--- src/rtl/serial_adder_ctrl_pkg.sv ---
// rtl/serial_adder_ctrl_pkg.sv - shared types for the bit-serial adder sequencer
// Purpose: sequencer state encoding, shared by the controller and its bench.
// Ports:   none (package).
`timescale 1ns/1ps
package serial_adder_ctrl_pkg;

  // S_IDLE doubles as the default / recovery state.
  typedef enum logic [1:0] {
    S_IDLE = 2'd0,
    S_RUN  = 2'd1,
    S_DONE = 2'd2
  } state_t;

  localparam int DEFAULT_WIDTH = 8;

endpackage

--- src/rtl/serial_adder_ctrl_fa.sv ---
// rtl/serial_adder_ctrl_fa.sv - one-bit full adder cell shared by the serial adder
// Purpose: combinational 1-bit full adder; the only adder logic in the block.
// Ports:   a, b - operand bits; c - carry in
//          out  - sum bit;      cy - carry out
`timescale 1ns/1ps
module serial_adder_ctrl_fa (
  input  logic a,
  input  logic b,
  input  logic c,
  output logic out,
  output logic cy
);

  assign out = a ^ b ^ c;
  assign cy  = (a & b) | (c & (a ^ b));

endmodule

--- src/rtl/serial_adder_ctrl.sv ---
// rtl/serial_adder_ctrl.sv - bit-serial adder sequencer around one full adder cell
// Purpose: adds two WIDTH-bit operands LSB first, one bit per clock, reusing a
//          single full adder cell with a registered carry fed back each cycle.
// Ports:   clk, rst_n    - clock, asynchronous active-low reset
//          start         - request, sampled only while idle
//          a, b, cin     - operands and carry-in, captured on the accepted start
//          busy          - high whenever the sequencer is not idle
//          done          - one-cycle pulse when sum/cout are valid
//          sum, cout     - a + b + cin modulo 2^WIDTH, and carry out of the MSB
`timescale 1ns/1ps
module serial_adder_ctrl
  import serial_adder_ctrl_pkg::*;
#(
  parameter int WIDTH = DEFAULT_WIDTH
) (
  input  logic             clk,
  input  logic             rst_n,
  input  logic             start,
  input  logic [WIDTH-1:0] a,
  input  logic [WIDTH-1:0] b,
  input  logic             cin,
  output logic             busy,
  output logic             done,
  output logic [WIDTH-1:0] sum,
  output logic             cout
);

  localparam int            CW   = (WIDTH > 1) ? $clog2(WIDTH) : 1;
  localparam logic [CW-1:0] LAST = CW'(WIDTH - 1);

  state_t           state;
  state_t           state_next;
  logic [WIDTH-1:0] a_sr;
  logic [WIDTH-1:0] b_sr;
  logic             carry;
  logic [CW-1:0]    cnt;
  logic             done_q;
  logic             fa_out;
  logic             fa_cy;

  serial_adder_ctrl_fa u_fa (
    .a   (a_sr[0]),
    .b   (b_sr[0]),
    .c   (carry),
    .out (fa_out),
    .cy  (fa_cy)
  );

  always_ff @(posedge clk or negedge rst_n) begin
    if (!rst_n) begin
      state <= S_IDLE;
    end else begin
      state <= state_next;
    end
  end

  always_comb begin
    state_next = state;
    case (state)
      S_IDLE:  if (start) state_next = S_RUN;
      S_RUN:   if (cnt == LAST) state_next = S_DONE;
      S_DONE:  state_next = S_IDLE;
      default: state_next = S_IDLE;
    endcase
  end

  always_ff @(posedge clk or negedge rst_n) begin
    if (!rst_n) begin
      a_sr   <= '0;
      b_sr   <= '0;
      carry  <= 1'b0;
      cnt    <= '0;
      sum    <= '0;
      done_q <= 1'b0;
    end else begin
      // done is registered off the next-state so it lines up exactly with DONE.
      done_q <= (state_next == S_DONE);
      case (state)
        S_IDLE: begin
          if (start) begin
            a_sr  <= a;
            b_sr  <= b;
            carry <= cin;
            cnt   <= '0;
            sum   <= '0;
          end
        end
        S_RUN: begin
          // Sum bits enter at the MSB; after WIDTH shifts bit 0 lands at sum[0].
          sum   <= {fa_out, sum[WIDTH-1:1]};
          a_sr  <= a_sr >> 1;
          b_sr  <= b_sr >> 1;
          carry <= fa_cy;
          // Hold at the last index so the counter never wraps mid-operation.
          if (cnt != LAST) cnt <= cnt + CW'(1);
        end
        default: ;
      endcase
    end
  end

  assign busy = (state != S_IDLE);
  assign done = done_q;
  assign cout = carry;

endmodule

--- config.mk ---
export PLATFORM = sky130hd
export DESIGN_NAME = serial_adder_ctrl
export DESIGN_NICKNAME = d
export VERILOG_FILES = /design/src/rtl/serial_adder_ctrl_pkg.sv /design/src/rtl/serial_adder_ctrl_fa.sv /design/src/rtl/serial_adder_ctrl.sv
export SDC_FILE = /design/constraint.sdc
export NUM_CORES = 1
export LEC_CHECK = 0
export CORE_ASPECT_RATIO = 0.9
export CORE_MARGIN = 8
export CORE_UTILIZATION = 34
export CTS_BUF_LIST = sky130_fd_sc_hd__clkbuf_4 sky130_fd_sc_hd__clkbuf_8
export DETAILED_ROUTE_END_ITERATION = 10
export GPL_ROUTABILITY_DRIVEN = 0
export SYNTH_ARGS = -nofsm -noshare
export SYNTH_HDL_FRONTEND = slang
export SYNTH_SLANG_ARGS = --single-unit
export TNS_END_PERCENT = 100
--- constraint.sdc ---
create_clock -name clk -period 3.47 [get_ports clk]
set_input_delay 0.5205 -clock clk [delete_from_list [all_inputs] [get_ports clk]]
set_output_delay 0.5205 -clock clk [all_outputs]
set_load 0.1 [all_outputs]
==> flow_metrics.tcl, run 1 <==
set metrics [dict create \
    synth.avg_cell_area_um2 10.79 \
    synth_top_area_frac 0.5448 \
    slew_violations 0 \
    yosysMostFrequentCell "dfrtp_1" \
    die-area_um2 6518 \
    yosys_warnings 0 \
    cts_hold_buf 0 \
    post-dp-hpwl_mm 2.197 \
    fin_skew_ns 0.002107 \
    path_cells "clkdlybuf4s50_1" \
    crit_type "reg2out" \
    cp_top_family "buffers and inverters" \
    rsz0062_at_grt "no" \
    tns_ns 0 \
    status "completed" \
    maxCapViolations 0 \
    io_pins 31 \
    cts_buffers 5 \
    num-fill-cells 391 \
    holdCritStartpoint "sum[0]" \
    antenna_found_initial 0 \
    synthToLayoutAreaGrowth_pct 27.94 \
    slowest_delay_ns 1.15 \
    fmax_mhz 427.9 \
    clock_latency_ns 0.28 \
    post-route-period-util 0.6734 \
    ir_worst_vdd_uv 402.8 \
    critical_path_buf_inv_count 1 \
    synthFlopType "dfrtp_1" \
    hold_path_end "sum[0]" \
    r2r_cells 3 \
    grt_pass1_wl_mm 5.513 \
    utilization 0.4502 \
    cts_tree "done" \
    top_usage_layer "met2" \
    synthXorXnorAreaFrac 0 \
    total_leakage_power_nw 0.7496 \
    diodes 0 \
    hold_violations 0 \
    grt_max_degree 32 \
    grt_util_met2 0.1515 \
    fin_area_um2 1822 \
    grt_pass1_vias 1127 \
    cts.htree.levels 2 \
    clk_pin_slew_ns 0.06 \
    core_um2 4046 \
    setup_viol 0 \
    synth.area.mux_share 0 \
    synth_top_cell_by_area "dfrtp_1" \
    start_util 0.3519 \
    p_per_area_nw_per_um2 1034 \
    syn_inst 132 \
    cts-root-buf "clkbuf_8" \
    die_h_um 77.40 \
    ys_ff_latch 31 \
    grt_remaining_overflow 0 \
    fp.dieW_um 84.22 \
    reg2reg_setup_slack_ns 1.57 \
    fin_crit_ns 2.337 \
    rows 22 \
    synthArstFlopShare 1.000 \
    synth_compound_area_frac 0.2478 \
    synth_top_family_by_area "compound AO/OA/AOI/OAI gates" \
    dr.pass1.iters 4 \
    drc 0 \
    hp-class "reg2reg" \
    vias 1156 \
    grt_usage 0.1037 \
    rr_endpoint "cout" \
    worstPathMaxFanout 3 \
    clockBufferDepth 2 \
    cp-end-kind "output port" \
    finalNetCount 182 \
    max-slew-margin-rel 0.3488 \
    dpl-instance-area_um2 1718 \
    synth_cell_types 24 \
    via_per_inst 5.558 \
    min_delay_path_depth 1 \
    worst_slew_pin_slew_ns 0.9738 \
    cts_setup_buffers 0 \
    synth-seq-area-share 0.5448 \
    synth.cells.most_frequent "31 x dfrtp_1, 15 x nor2_1, 15 x o32ai_1" \
    netlist_top_cells_area "dfrtp_1 54%, o32ai_1 9.2%, o22ai_1 6.2%, a22o_1 4.3%, nor2_1 4.0%" \
    synth_fp_nets 155 \
    wl_per_cell_um 15.56 \
    crit_slowest_cell "clkdlybuf4s50_1" \
    cp.arrival_ns 1.82 \
    timing.rr.start "state[0]" \
    final_layout_size_suffix_gt1_frac 0.06875 \
    cp-start-kind "flip-flop" \
    crit_required_ns 2.95 \
    synth_enable_flop_cells 0 \
    drt_iter0_drc 85 \
    ant_nets 0 \
    grt_use_met3 0.03236 \
    cts_sinks 31 \
    synthSimpleGateAreaFrac 0.1098 \
    finalWirelength_mm 3.237 \
    use_met1 0.1333 \
    ctsResizeCount 0 \
    port_buffers 30 \
    synth_adder_area_share 0.03163 \
    syn_area_um2 1424 \
]
## power by group
part	internal, mW	switching (mW)	total (mW)
Sequential	0.519	0.159	0.678
Combinational	0.282	0.609	0.891
Clock	0.189	0.126	0.314
## layer usage
layer | share of wire | wire [um]
met2 | 0.46 | 1505
met3 | 0.042 | 135
met4 | 0.020 | 64
met5 | 0 | 0
met1 | 0.47 | 1531
## metrics by stage
stage / setup slack [ns] / total power, mW / hold WS (ns) / instances
6_report: 1.133 / 1.883 / 0.4998 / 208
5_1_grt: 1.092 / 1.996 / 0.5334 / 208
4_1_cts: 1.101 / 1.897 / 0.5062 / 208
3_5_place_dp: 1.420 / 1.578 / 0.4916 / 200
3_3_place_gp: 1.426 / 1.557 / 0.4903 / 200
2_1_floorplan: 1.584 / 1.377 / 0.2249 / 132
## logic make-up after synthesis
logic type | after synthesis
AOI/OAI and AO/OA | 47
DFF | 31
adders and majority gates | 3
and+or+nand+nor | 34
buffers and inverters | 17
## sequential cells by signal, indices dropped and copies added (netlist names)
signal / count
cnt: 3
state: 2
sum: 8
b_sr: 8
done: 1
cout: 1
a_sr: 8
## final cells by class
cell class,count,area [um^2],share of cell area
Sequential cell,31,775.7,0.4258
Multi-Input combinational cell,84,554.3,0.3043
Timing Repair Buffer,31,305.3,0.1676
Clock buffer,8,103.9,0.05701
Tap cell,48,60.06,0.03297
Inverter,6,22.52,0.01236
## worst max-delay path by stage
stage	end	start	depth (start not counted)	slack (ns)
after floorplan	cout	cout	3	1.58
final	sum[3]	sum[3]	1	1.13
after global routing	cout	cout	1	1.09
after detailed placement	cout	cout	1	1.42
after CTS	cout	cout	1	1.10
after global placement	cout	cout	1	1.43
## layout by cell type, fill, tap and decap left out, drive strengths merged, types with 2 or more instances in the layout
master and instances:
clkdlybuf4s50 29, nor2b 2, o22ai 14, clkbuf 8, ha 2, a22o 7, inv 6, nor2 15
buf 2, o21ai 5, nand3 3, o311ai 3, or2 2, nand2 6, nand2b 4, o32ai 15
dfrtp 31, and2 2
(Power assumes the default switching activity.)
==> inputs of run 2 (changes only) <==
==> constraint.sdc (replaced) <==
create_clock -name clk -period 2 [get_ports clk]
set_input_delay 0.3 -clock clk [delete_from_list [all_inputs] [get_ports clk]]
set_output_delay 0.3 -clock clk [all_outputs]
set_load 0.1 [all_outputs]
==> flow_metrics.tcl, run 2 (same netlist as run 1, synthesis figures left out) <==
set metrics [dict create \
    layout_commonest_cell "dfrtp_1" \
    hp-class "in2async" \
    ctsResizeCount 0 \
    io_pins 31 \
    clock_latency_ns 0.28 \
    r2r_cells 3 \
    place_ws_ns 0.1785 \
    final_cell_mix "31 x dfrtp_1, 19 x clkdlybuf4s50_1, 15 x nor2_1, 15 x o32ai_1, 14 x o22ai_1" \
    antenna_found_initial 0 \
    vias 1158 \
    rr_endpoint "cnt[0]" \
    diodes 0 \
    ant_nets 0 \
    grt_max_degree 32 \
    fin_total_pwr_mw 3.293 \
    clockBufferDepth 2 \
    core_um2 4046 \
    tns_ns 0 \
    hold-worst-slack_ns 0.4050 \
    p_per_area_nw_per_um2 1813 \
    dr.pass1.iters 4 \
    die-area_um2 6518 \
    regArea_um2 775.7 \
    rows 22 \
    ir_worst_vdd_uv 655.7 \
    synthToLayoutAreaGrowth_pct 27.59 \
    cp.arrival_ns 1.35 \
    crit_type "reg2out" \
    wl_per_cell_um 15.99 \
    fin_skew_ns 0.004179 \
    cts_buffers 5 \
    drc 0 \
    grt_usage 0.1076 \
    total_leakage_power_nw 0.7745 \
    utilization 0.4490 \
    port_buffers 30 \
    worstPathMaxFanout 14 \
    cp-start-kind "flip-flop" \
    cts_setup_buffers 0 \
    hold_violations 0 \
    use_met1 0.1394 \
    cts_hold_buf 0 \
    cts_tree "done" \
    cts.htree.levels 2 \
    reg2reg_setup_slack_ns 0.43 \
    fmax_mhz 606.6 \
    final_layout_size_suffix_gt1_frac 0.1366 \
    fin_ws_ns 0.3515 \
    top_regs "a_sr: 8 flops, b_sr: 8 flops, sum: 8 flops" \
    status "completed" \
    setup_viol 0 \
    grt_use_met3 0.03653 \
    grt_util_met2 0.1568 \
    num-fill-cells 398 \
    cts_sinks 31 \
    via_per_inst 5.541 \
    drt_iter0_drc 84 \
    rsz0062_at_grt "no" \
    grt_remaining_overflow 0 \
    finalNetCount 183 \
    maxCapViolations 0 \
    fp.dieW_um 84.22 \
    grt_pass1_wl_mm 5.768 \
    worst_slew_pin_slew_ns 0.7860 \
    timing.rr.start "state[0]" \
    start_util 0.3519 \
    top_usage_layer "met2" \
    post-route-period-util 0.8242 \
    crit_required_ns 1.70 \
    finalWirelength_mm 3.341 \
    clk_pin_slew_ns 0.06 \
    cts-root-buf "clkbuf_8" \
    grt_pass1_vias 1172 \
    die_h_um 77.40 \
    cp-end-kind "output port" \
    multi_input_area_um2 554.3 \
    post-dp-hpwl_mm 2.326 \
    fin_crit_ns 1.648 \
    slew_violations 0 \
    max-slew-margin-rel 0.4749 \
]
-- run 2: cell types whose count changed in the layout (fill, tap and decap cells not counted), sizes merged --
| cell | delta |
|---|---|
| buf | +11 |
| clkdlybuf4s50 | -10 |
-- run 2: report_power, final --
part           switching [mW]  internal (mW)  leakage [nW]
logic                    1.10          0.495         0.342
clock network           0.226          0.327        0.0549
registers               0.246          0.901         0.377
total                    1.57           1.72         0.774
-- run 2: per-stage QoR --
step	instances	cell area, um^2
4_1_cts	209	1817
6_report	209	1817
5_1_grt	209	1817
2_1_floorplan	132	1424
3_5_place_dp	201	1713
3_3_place_gp	201	1713
-- run 2: layout make-up --
cell class,instances,share of cell area
sequential,31,0.4270
multi-input combinational,84,0.3051
timing repair buffer,32,0.1653
clock buffer,8,0.05716
tap,48,0.03306
inverter,6,0.01240
-- run 2: routing by layer --
| metal | part of all wire | vias up |
|---|---|---|
| li1 | - | 549 |
| met1 | 0.47 | 571 |
| met2 | 0.46 | 31 |
| met3 | 0.052 | 7 |
| met4 | 0.023 | 0 |
| met5 | 0 | - |
-- run 2: worst max-delay path by stage --
stage | start | end | slack (ns) | depth (start not counted)
6_report | state[0] | busy | 0.35 | 2
5_1_grt | state[0] | cnt[0] | 0.22 | 3
4_1_cts | state[0] | busy | 0.34 | 2
3_5_place_dp | start | cout | 0.18 | 4
3_3_place_gp | start | cout | 0.23 | 4
2_1_floorplan | cout | cout | 0.11 | 3
-- run 2: critical path, stage by stage (launching register included) --
cell and delay, ns:
dfrtp_1 0.52, or2_2 0.38, buf_12 0.17
==> inputs of run 3 (changes only) <==
==> constraint.sdc (replaced) <==
create_clock -name clk -period 1.6 [get_ports clk]
set_input_delay 0.24 -clock clk [delete_from_list [all_inputs] [get_ports clk]]
set_output_delay 0.24 -clock clk [all_outputs]
set_load 0.1 [all_outputs]
==> flow_metrics.tcl, run 3 (same netlist as run 1, synthesis figures left out) <==
set metrics [dict create \
    status "completed" \
    clock_latency_ns 0.29 \
    fp.dieW_um 84.22 \
    post-dp-hpwl_mm 2.438 \
    diodes 0 \
    crit_slowest_cell "dfrtp_1" \
    hold_violations 0 \
    cts_tree "done" \
    fin_skew_ns 0.008357 \
    grt_pass1_vias 1175 \
    die-area_um2 6518 \
    critical_path_buf_inv_count 0 \
    crit_type "reg2reg" \
    path_cells "ha_1 -> ha_1 -> nand2b_1 -> o311ai_0" \
    core_um2 4046 \
    cp_top_family "adder cells" \
    rsz0062_at_grt "no" \
    rows 22 \
    finalNetCount 192 \
    ir_worst_vdd_uv 812.8 \
    start_util 0.3519 \
    io_pins 31 \
    fin_crit_ns 1.516 \
    antenna_found_initial 0 \
    drt_iter0_drc 79 \
    die_h_um 77.40 \
    place_ws_ns -0.1081 \
    final_layout_size_suffix_gt1_frac 0.1953 \
    grt_remaining_overflow 0 \
    final_cell_mix "28 x dfrtp_1, 19 x clkdlybuf4s50_1, 15 x nor2_1, 15 x o32ai_1, 14 x o22ai_1" \
    via_per_inst 5.507 \
    cts_hold_buf 0 \
    clockBufferDepth 2 \
    p_per_area_nw_per_um2 2223 \
    port_buffers 30 \
    cp-end-kind "flip-flop" \
    worstPathMaxFanout 6 \
    post-route-period-util 0.9473 \
    reg2reg_setup_slack_ns 0.08 \
    clk_pin_slew_ns 0.06 \
    max-slew-margin-rel 0.4617 \
    top_regs "a_sr: 8 flops, b_sr: 8 flops, sum: 8 flops" \
    wl_per_cell_um 15.76 \
    total_leakage_power_nw 0.8475 \
    fmax_mhz 659.8 \
    cts_buffers 5 \
    timing.critical_path.mode_cell "ha_1" \
    worst_slew_pin_slew_ns 0.8058 \
    synthToLayoutAreaGrowth_pct 41.04 \
    cp.arrival_ns 1.69 \
    grt_pass1_wl_mm 5.706 \
    grt_usage 0.1093 \
    grt_max_degree 32 \
    hold-worst-slack_ns 0.3361 \
    drc 0 \
    crit_required_ns 1.77 \
    slew_violations 0 \
    maxCapViolations 0 \
    finalWirelength_mm 3.421 \
    hp-class "in2async" \
    cts.htree.levels 2 \
    vias 1195 \
    cts-root-buf "clkbuf_8" \
    ant_nets 0 \
    layout_commonest_cell "dfrtp_1" \
    fin_ws_ns 0.08439 \
    slowest_delay_ns 0.42 \
    cp-start-kind "flip-flop" \
    dr.pass1.iters 4 \
    setup_viol 0 \
    cts_sinks 31 \
]
-- run 3: layout make-up --
cell class / instances / area [um^2]
inverter: 6 / 22.52
sequential: 31 / 779.5
multi-input combinational: 84 / 556.8
fill: 370 / 2038
tap: 48 / 60.06
timing repair buffer: 41 / 505.5
clock buffer: 7 / 83.83
-- run 3: power breakdown --
group          total [mW]  switching, mW  internal [mW]
registers            1.47          0.339           1.13
logic                2.40           1.43          0.969
clock network       0.598          0.266          0.332
-- run 3: what timing repair did --
action                                  in CTS  in global routing
endpoints found under the setup margin       1                  2
gates resized for setup                      1                  3
setup buffers                                1                  1
hold endpoints to repair                     0                  0
-- run 3: worst reg2reg max path, stage by stage, from the launching register on --
cell and delay (ns):
dfrtp_1 0.42, ha_1 0.21, ha_1 0.24, nand2b_1 0.22
o311ai_0 0.31
-- run 3: final timing paths --
| path | startpoint | endpoint | cells after the start |
|---|---|---|---|
| max | cnt[0] | cnt[1] | 4 |
| min | rst_n | cnt[2] | 2 |
| max reg2reg | cnt[0] | cnt[1] | 4 |
| min reg2reg | a_sr[7] | a_sr[7] | 2 |
| max in group asynchronous | rst_n | state[0] | 2 |
| min in group clk | a[7] | a_sr[7] | 3 |
-- run 3: per-layer routing --
| metal | GRT usage | vias to the layer above | routed length [um] |
|---|---|---|---|
| met2 | 0.1637 | 30 | 1665 |
| li1 | - | 567 | - |
| met1 | 0.1316 | 594 | 1551 |
| met4 | 0.05862 | 0 | 42 |
| met5 | 0 | - | 0 |
| met3 | 0.04384 | 4 | 161 |
-- run 3: through the flow --
| step | util | std cells | cell area, um^2 | power (mW) | setup TNS [ns] |
|---|---|---|---|---|---|
| after floorplan | - | 132 | 1425 | 2.988 | 0 |
| after global placement | 0.4706 | 208 | 1904 | 3.768 | 0 |
| after detailed placement | 0.4706 | 208 | 1904 | 3.846 | -0.2042 |
| after CTS | 0.4935 | 216 | 1997 | 4.468 | 0 |
| after global routing | 0.4963 | 217 | 2008 | 4.724 | 0 |
| final | 0.4963 | 217 | 2008 | 4.465 | 0 |
